--- src/rtl/ccff_bitstream_loader.sv ---
// ccff_bitstream_loader: serialises parallel configuration words into the
// head of a configuration flip-flop chain, MSB first, exactly CHAIN_LEN bits.
// Words arrive over valid/ready and are buffered in a shift register plus a
// one-word skid slot. The loader also accumulates the parity of the chain tail.
module ccff_bitstream_loader #(
  parameter int WORD_WIDTH = 32,
  parameter int CHAIN_LEN  = 1024,
  parameter int CNT_W      = $clog2(CHAIN_LEN + 1)
) (
  input  logic                  prog_clk,
  input  logic                  prog_reset,
  input  logic                  start,
  input  logic [WORD_WIDTH-1:0] word_data,
  input  logic                  word_valid,
  output logic                  word_ready,
  output logic                  ccff_head,
  output logic                  ccff_en,
  input  logic                  ccff_tail,
  output logic                  busy,
  output logic                  done,
  output logic                  tail_parity
);

  localparam int NWORDS = (CHAIN_LEN + WORD_WIDTH - 1) / WORD_WIDTH;
  localparam int WCNT_W = $clog2(NWORDS + 1);
  localparam int SH_W   = $clog2(WORD_WIDTH + 1);

  typedef enum logic [1:0] {
    S_IDLE,
    S_LOAD,
    S_SHIFT,
    S_DONE
  } state_e;

  state_e                state_q, state_d;
  logic [WORD_WIDTH-1:0] shreg_q, shreg_d;
  logic [SH_W-1:0]       shcnt_q, shcnt_d;
  logic [WORD_WIDTH-1:0] skid_q, skid_d;
  logic                  skid_vld_q, skid_vld_d;
  logic [WCNT_W-1:0]     wcnt_q, wcnt_d;
  logic [CNT_W-1:0]      cnt_q, cnt_d;
  logic                  head_q, head_d;
  logic                  en_q, en_d;
  logic                  par_q, par_d;

  logic handshake;
  logic chain_full;
  logic words_left;
  logic from_skid;
  logic bit_avail;

  assign handshake  = word_valid & word_ready;
  assign chain_full = (cnt_q == CNT_W'(CHAIN_LEN));
  assign words_left = (wcnt_q < WCNT_W'(NWORDS));
  // Current word exhausted: the next bit comes straight from the skid slot.
  assign from_skid  = (shcnt_q == '0) && skid_vld_q;
  assign bit_avail  = (state_q == S_SHIFT) && !chain_full &&
                      ((shcnt_q != '0) || skid_vld_q);

  // State and datapath registers with synchronous reset
  always_ff @(posedge prog_clk) begin
    if (prog_reset) begin
      state_q    <= S_IDLE;
      shreg_q    <= '0;
      shcnt_q    <= '0;
      skid_q     <= '0;
      skid_vld_q <= 1'b0;
      wcnt_q     <= '0;
      cnt_q      <= '0;
      head_q     <= 1'b0;
      en_q       <= 1'b0;
      par_q      <= 1'b0;
    end else begin
      state_q    <= state_d;
      shreg_q    <= shreg_d;
      shcnt_q    <= shcnt_d;
      skid_q     <= skid_d;
      skid_vld_q <= skid_vld_d;
      wcnt_q     <= wcnt_d;
      cnt_q      <= cnt_d;
      head_q     <= head_d;
      en_q       <= en_d;
      par_q      <= par_d;
    end
  end

  // Next-state logic
  always_comb begin
    state_d = state_q;
    case (state_q)
      S_IDLE:  if (start) state_d = S_LOAD;
      S_LOAD:  if (handshake) state_d = S_SHIFT;
      S_SHIFT: if (chain_full) state_d = S_DONE;
      S_DONE:  state_d = S_IDLE;
      default: state_d = S_IDLE;
    endcase
  end

  // Handshake and status outputs, decoded from registered state only
  always_comb begin
    word_ready = 1'b0;
    busy       = 1'b0;
    done       = 1'b0;
    case (state_q)
      S_LOAD: begin
        word_ready = 1'b1;
        busy       = 1'b1;
      end
      S_SHIFT: begin
        busy       = 1'b1;
        word_ready = words_left && (!skid_vld_q || (bit_avail && from_skid));
      end
      S_DONE:  done = 1'b1;
      default: ;
    endcase
  end

  // Serialiser datapath: buffer words, emit one bit per cycle, track parity
  always_comb begin
    shreg_d    = shreg_q;
    shcnt_d    = shcnt_q;
    skid_d     = skid_q;
    skid_vld_d = skid_vld_q;
    wcnt_d     = wcnt_q;
    cnt_d      = cnt_q;
    head_d     = head_q;
    en_d       = 1'b0;
    par_d      = par_q ^ (en_q & ccff_tail);
    case (state_q)
      S_IDLE: begin
        if (start) begin
          cnt_d      = '0;
          par_d      = 1'b0;
          wcnt_d     = '0;
          shcnt_d    = '0;
          skid_vld_d = 1'b0;
        end
      end
      S_LOAD: begin
        // The first word's MSB is emitted on the accepting edge so the chain
        // starts one cycle after the handshake.
        if (handshake) begin
          head_d  = word_data[WORD_WIDTH-1];
          shreg_d = word_data << 1;
          shcnt_d = SH_W'(WORD_WIDTH - 1);
          en_d    = 1'b1;
          cnt_d   = cnt_q + CNT_W'(1);
          wcnt_d  = wcnt_q + WCNT_W'(1);
        end
      end
      S_SHIFT: begin
        if (bit_avail) begin
          en_d  = 1'b1;
          cnt_d = cnt_q + CNT_W'(1);
          if (from_skid) begin
            head_d     = skid_q[WORD_WIDTH-1];
            shreg_d    = skid_q << 1;
            shcnt_d    = SH_W'(WORD_WIDTH - 1);
            skid_vld_d = 1'b0;
          end else begin
            head_d  = shreg_q[WORD_WIDTH-1];
            shreg_d = shreg_q << 1;
            shcnt_d = shcnt_q - SH_W'(1);
          end
        end
        // A word may land in the skid slot on the same cycle it empties.
        if (handshake) begin
          skid_d     = word_data;
          skid_vld_d = 1'b1;
          wcnt_d     = wcnt_q + WCNT_W'(1);
        end
      end
      default: ;
    endcase
  end

  assign ccff_head   = head_q;
  assign ccff_en     = en_q;
  assign tail_parity = par_q;

endmodule
--- config.mk ---
export PLATFORM = sky130hd
export DESIGN_NAME = ccff_bitstream_loader
export DESIGN_NICKNAME = d
export VERILOG_FILES = /design/src/rtl/ccff_bitstream_loader.sv
export SDC_FILE = /design/constraint.sdc
export NUM_CORES = 1
export LEC_CHECK = 0
export BUFFER_PORTS_ARGS = -buffer_cell sky130_fd_sc_hd__buf_2
export CORE_MARGIN = 4
export CORE_UTILIZATION = 42
export CTS_BUF_LIST = sky130_fd_sc_hd__clkbuf_8 sky130_fd_sc_hd__clkbuf_16
export CTS_CLUSTER_SIZE = 24
export DETAILED_ROUTE_END_ITERATION = 16
export PLACE_DENSITY_LB_ADDON = 0.12
export SYNTH_ARGS = -nofsm -noshare
export SYNTH_HDL_FRONTEND = slang
export SYNTH_SLANG_ARGS = --single-unit
export TNS_END_PERCENT = 5
--- constraint.sdc ---
create_clock -name prog_clk -period 5.8 [get_ports prog_clk]
set_input_delay 0.58 -clock prog_clk [delete_from_list [all_inputs] [get_ports prog_clk]]
set_output_delay 0.58 -clock prog_clk [all_outputs]
set_load 0.02 [all_outputs]
==> impl_results.md, run 1 <==
- First-pass GRT wire length: 17100 microns
- R2r endpoint: cnt_q[7]
- Commonest non-fill, non-tap cell in the layout: dfxtp_1
- Slowest cell on the critical path: ha_1
- Avg Inst Size Synth: 8.89 sq um
- DRC: 0
- Crit Path Category: reg -> reg
- R2R cell count: 7
- Hold_sp: word_data[19]
- Count of cell types in the netlist: 54
- Hold Crit Class: in -> reg
- Hold violation count in the final report: 0
- Clk buf depth: 2
- Synthesized netlist cell count: 513
- Worst hold slack: 0.470 ns
- Top fanout value on the critical path: 35
- Clock Latency Late Sink: 0.36 ns
- Fmax: 0.266 GHz
- Clock skew: 0.00897 ns
- DR WL/cell: 14.6 microns
- I/O Buffers: 42
- Post-CTS Setup Inserts: 0
- PostCTS Resize Cnt: 0
- Leakage: 2.03 nW
- Minimum clock period: 3.77 ns
- Delay-heaviest family, CP: simple AND/OR/NAND/NOR gates
- Main synth FF type: dfxtp_1
- Vias per cell: 5.38
- Final WL: 9860 microns
- Share of cells above drive strength 1: 0.142
- R2r setup slk: 2.03 ns
- Relative slew slack: 0.363
- CTS root buffer: clkbuf_8
- RSZ-0062 raised after global routing: false
- Worst endpoint required time: 6.08 ns
- Clock sinks: 92
- Flop and latch count out of synthesis: 92
- Drt pass-1 iters: 4
- Critical Path End Type: flop
- Layout Utilization: 0.482
- Final Total Pwr: 0.00213 W
- CP bufs+invs: 1
- CP cell instances: inv_1, ha_1, nand2_1, a21oi_1, nand4b_1, or4b_2, a31oi_1
- Layout filler cell count: 1041
- CTS H-Tree Depth: 3
- Seq/Total Area, Yosys: 0.404
- Peak VDD IR: 0.201 mV
- Vias in the first global route: 3542
- Reg clk slew, reported paths: 0.09 ns
- Hold Path End: skid_q[19]
- Crit share post-route: 0.649
- Antenna fix cells: 0
- Worst Hold Depth: 3
- Largest cells by area after synthesis: dfxtp_1 40%, mux2i_1 14%, nor2_1 6.3%
- Final #Nets: 584
- Setup-failing EPs final: 0
- Io pins: 43
- Die height: 112 microns
- HPWL after DPL: 6270 microns
- Maxcap violations: 0
- Core ar.: 10500 sq um
- Initial antenna violation count: 0
- Chip width: 112 microns
- Total global-route track usage: 0.162
- CP startpoint kind: flop
- Placer congestion estimate: 0.799
- Outcome: complete, no violations
- Top cell type by total area after synthesis: dfxtp_1
- Measured slew at the worst slew-check pin: 0.955 ns
- Most frequent cells in the layout: 92 x dfxtp_1, 76 x nor2_1, 66 x mux2i_1
- Synth async-reset ratio: 0
- Mapped cell area: 4560 sq um
- ANT nets after route: 0
- Area of the multi-input gates: 2510 sq um
- Number of flops mapped to enable cells by yosys: 0
- CP max stage delay: 0.93 ns
- Slew Viols, Final: 0
- Initial Utilization: 0.436
- P&R area growth vs syn: 10.7%
- Setup_tns: 0 ns
- Global route overflow: 0
- Iteration-0 DRC Markers: 246
- Power per cell area: 422 nW/um^2
- Largest net degree at the start of global routing: 76
- Die footprint: 12600 sq um
- Row count: 37
- Vias: 3641
- Hold buffers post-CTS: 0
- Syn nets: 561
- CTS buffer count: 9
- Non-Filler Instances: 677
- R2R Path Start: state_q[0]
- CTS tree: done
- Synth top area share: 0.404
- Storage element area: 1840 sq um
- CP arrival: 4.05 ns
- # placed instances: 661
- YS warnings: 0
-- tightest hold or removal path, stage by stage --
cell	delay, ns
buf_2	0.09
mux2i_1	0.06
nor2_1	0.07
-- registers in the layout, indices dropped and copies added (netlist names) --
signal and cells:
state_q 2, cnt_q 11, shreg_q 31, ccff_head 1, wcnt_q 6, ccff_en 1
tail_parity 1, skid_q 32, skid_vld_q 1, shcnt_q 6
-- power by group --
part / switching [W] / internal, W
clock network: 0.000225 / 0.000267
registers: 0.0000745 / 0.000740
logic: 0.000510 / 0.000313
-- metal layers --
| metal | up-vias | track usage | routed length (microns) |
|---|---|---|---|
| li1 | 1894 | - | - |
| met1 | 1684 | 0.215 | 4770 |
| met2 | 57 | 0.263 | 4660 |
| met3 | 6 | 0.0372 | 358 |
| met4 | 0 | 0.0529 | 74 |
| met5 | - | 0 | 0 |
-- synthesized netlist by cell type, drive strengths merged, types with 5 or more instances --
cell	instances
buf	13
mux2i	66
dfxtp	92
inv	9
a31oi	8
nor4	5
ha	11
nand3	19
o21ai	11
a22o	31
nand2	29
nor3	13
clkbuf	23
nor2	77
a21oi	46
-- area by class of cell --
class | instances | share of cell area
clock inverter | 5 | 0.0161
timing repair buffer | 48 | 0.0506
tap | 136 | 0.0337
multi-input combinational | 375 | 0.497
inverter | 10 | 0.00744
sequential | 92 | 0.365
clock buffer | 11 | 0.0300
-- stage by stage --
stage,instance area [sq um],setup WS (ns)
2_1_floorplan,4560,3.17
3_3_place_gp,4810,2.18
3_5_place_dp,4810,1.98
4_1_cts,5050,1.98
5_1_grt,5050,1.57
6_report,5050,2.03
-- worst max-delay path by stage --
| stage | from | slack, ns | cells past startpoint | endpoint |
|---|---|---|---|---|
| 6_report | state_q[0] | 2.03 | 7 | cnt_q[7] |
| 5_1_grt | state_q[0] | 1.57 | 7 | cnt_q[7] |
| 4_1_cts | state_q[0] | 1.98 | 7 | cnt_q[7] |
| 2_1_floorplan | state_q[0] | 3.17 | 7 | word_ready |
| 3_3_place_gp | state_q[0] | 2.18 | 7 | cnt_q[7] |
| 3_5_place_dp | state_q[0] | 1.98 | 7 | cnt_q[7] |
-- logic make-up (layout without fill, tap and decap cells) --
| logic type | Yosys count | in the layout | synth area share |
|---|---|---|---|
| DFF | 92 | 92 | 0.404 |
| AOI/OAI and AO/OA | 113 | 113 | 0.168 |
| and+or+nand+nor | 181 | 181 | 0.196 |
| xor gates and xnor gates | 4 | 4 | 0.00768 |
| muxes | 66 | 66 | 0.145 |
| adders and majority gates | 11 | 11 | 0.0302 |
| buffers and inverters | 46 | 74 | 0.0494 |
Power figures use the tool's default switching activity.
==> run 2: changes to the inputs <==
==> constraint.sdc (replaced) <==
create_clock -name prog_clk -period 3.15 [get_ports prog_clk]
set_input_delay 0.315 -clock prog_clk [delete_from_list [all_inputs] [get_ports prog_clk]]
set_output_delay 0.315 -clock prog_clk [all_outputs]
set_load 0.02 [all_outputs]
==> run 2 against run 1 <==
  * Global-route usage rose by 1.0 points
  * Sequential share of layout area rose by 0.082 points
  * Combinational power grew 92%
  * Core utilization fell by 0.11 points
  * Total power increased by 81%
  * Non-clock buffer count rose by 5
  * Worst setup slack worse by 1.4 ns
  * Worst hold slack worse by 0.28 ns
  * Wire length rose by 5.9%
  * Critical path type is now reg -> out
  * Critical endpoint is now word_ready
==> impl_results.md, run 2 (synthesis gave the netlist of run 1 again) <==
- Outcome: complete, no violations
- Commonest non-fill, non-tap cell in the layout: dfxtp_1
- Crit share post-route: 0.799
- Maxcap violations: 0 (unchanged)
- CP startpoint kind: flop
- Final Cell Area: 5040 sq um (-0.22%)
- Clock skew: 0.0113 ns (+0.00231 ns)
- Placed inst area: 4850 sq um (+0.78%)
- Placer congestion estimate: 0.817 (+2.2%)
- ANT nets after route: 0 (unchanged)
- Layout Utilization: 0.481 (-0.00108)
- Slew Viols, Final: 0 (unchanged)
- Clock sinks: 92 (unchanged)
- Sw Share: 0.409 (+0.0291)
- Chip width: 112 microns (unchanged)
- Most frequent cells in the layout: 92 x dfxtp_1, 76 x nor2_1, 66 x mux2i_1
- CP max stage delay: 0.50 ns (-0.43 ns)
- Row count: 37 (unchanged)
- Share of cells above drive strength 1: 0.150 (+0.00785)
- Most flops, register: skid_q
- Die height: 112 microns (unchanged)
- Sequential power share: 0.391 (+0.009)
- Relative slew slack: 0.544 (+0.181)
- Hold buffers post-CTS: 0 (unchanged)
- Final WL: 10400 microns (+5.9%)
- Vias per cell: 5.55 (+3.2%)
- I/O Buffers: 42 (unchanged)
- Reg clk slew, reported paths: 0.10 ns (about the same)
- Crit Path Category: reg -> out
- CTS H-Tree Depth: 3 (unchanged)
- Final #Nets: 589 (+0.86%)
- R2r setup slk: 0.66 ns (-1.37 ns)
- Critical Path End Type: output port
- P&R area growth vs syn: 10.4%
- Die footprint: 12600 sq um (unchanged)
- Measured slew at the worst slew-check pin: 0.684 ns (-0.272 ns)
- CP cell instances: nor4_1, nand3_1, a21boi_0, o21ai_0, and2_1, buf_2
- Worst endpoint required time: 2.83 ns (-3.25 ns)
- Pre-CTS WS: 0.673 ns (-1.30 ns)
- Part of the power in combinational logic: 0.411 (+0.024)
- Io pins: 43 (unchanged)
- Top fanout value on the critical path: 7 (-80%)
- CTS root buffer: clkbuf_8
- Drt pass-1 iters: 4 (unchanged)
- Core ar.: 10500 sq um (unchanged)
- HPWL after DPL: 6840 microns (+9.2%)
- Antenna fix cells: 0 (unchanged)
- CTS buffer count: 9 (unchanged)
- Peak VDD IR: 0.327 mV (+63%)
- RSZ-0062 raised after global routing: false
- Post-CTS Setup Inserts: 0 (unchanged)
- Setup-failing EPs final: 0 (unchanged)
- Pint: 0.00227 W (+72%)
- Clock power share: 0.198 (-0.033)
- Clock Latency Late Sink: 0.37 ns (about the same)
- Setup ws final: 0.633 ns (-1.40 ns)
- Minimum clock period: 2.52 ns
- Fmax: 0.397 GHz
- PostCTS Resize Cnt: 0 (unchanged)
- Total global-route track usage: 0.172 (+0.0100)
- Slowest cell on the critical path: nor4_1
- Vias in the first global route: 3738 (+5.5%)
- Top flop regs: skid_q x32, shreg_q x31, cnt_q x11
- Setup_tns: 0 ns (unchanged)
- Initial Utilization: 0.436 (unchanged)
- CTS tree: done
- Hold violation count in the final report: 0 (unchanged)
- Initial antenna violation count: 0 (unchanged)
- Iteration-0 DRC Markers: 214 (-13%)
- CP arrival: 2.20 ns (-1.85 ns)
- Hold Crit Class: in -> reg
- Global route overflow: 0 (unchanged)
- Power per cell area: 763 nW/um^2 (+81%)
- DR WL/cell: 15.3 microns (+5.1%)
- Largest net degree at the start of global routing: 40 (-47%)
- DRC: 0 (unchanged)
- Largest register FFs: 32 (unchanged)
- Vias: 3784 (+3.9%)
- Leakage: 2.03 nW (about the same)
- Psw: 0.00157 W (+94%)
- Clk buf depth: 2 (unchanged)
- First-pass GRT wire length: 18000 microns (+5.5%)
==> run 2: final timing paths <==
check,end,startpoint,cells past startpoint
min reg2reg,shreg_q[28],shreg_q[28],1
max reg2reg,cnt_q[7],state_q[0],7
min,skid_q[9],word_data[9],3
max,word_ready,cnt_q[2],6
==> run 2: metrics by stage <==
step	hold slack, ns	std cells	power, W
floorplan	0.442	513	0.00277
global placement	0.458	666	0.00308
detailed placement	0.467	666	0.00311
CTS	0.171	682	0.00389
global route	0.191	682	0.00415
finish	0.189	682	0.00385
==> run 2: area by class of cell <==
type,instances,area [sq um]
Fill cell,1023,5430
Multi-Input combinational cell,375,2510
Sequential cell,92,1840
Timing Repair Buffer,53,293
Tap cell,136,170
Clock buffer,9,124
Clock inverter,7,60.1
Inverter,10,37.5
==> run 2: power by group through the flow <==
stage | registers [W] | clock network, W | logic [W]
after floorplan | 0.00150 | 0 | 0.00128
after global placement | 0.00152 | 0 | 0.00157
after detailed placement | 0.00152 | 0 | 0.00159
after CTS | 0.00150 | 0.000794 | 0.00159
after global routing | 0.00153 | 0.000838 | 0.00178
final | 0.00150 | 0.000761 | 0.00158
==> run 2: layer usage <==
metal / GRT usage / wire length (microns) / up-vias
met3: 0.0356 / 561 / 12
met2: 0.279 / 4820 / 89
met4: 0.0673 / 171 / 0
met1: 0.226 / 4890 / 1773
li1: - / - / 1910
met5: 0 / 0 / -
==> run 2: worst max-delay path: cells and delay by family, from the launching register on <==
family	cells	cell delay, ns
flops	1	0.38
buf+inv	1	0.15
simple gates	3	0.96
compound gates	2	0.35
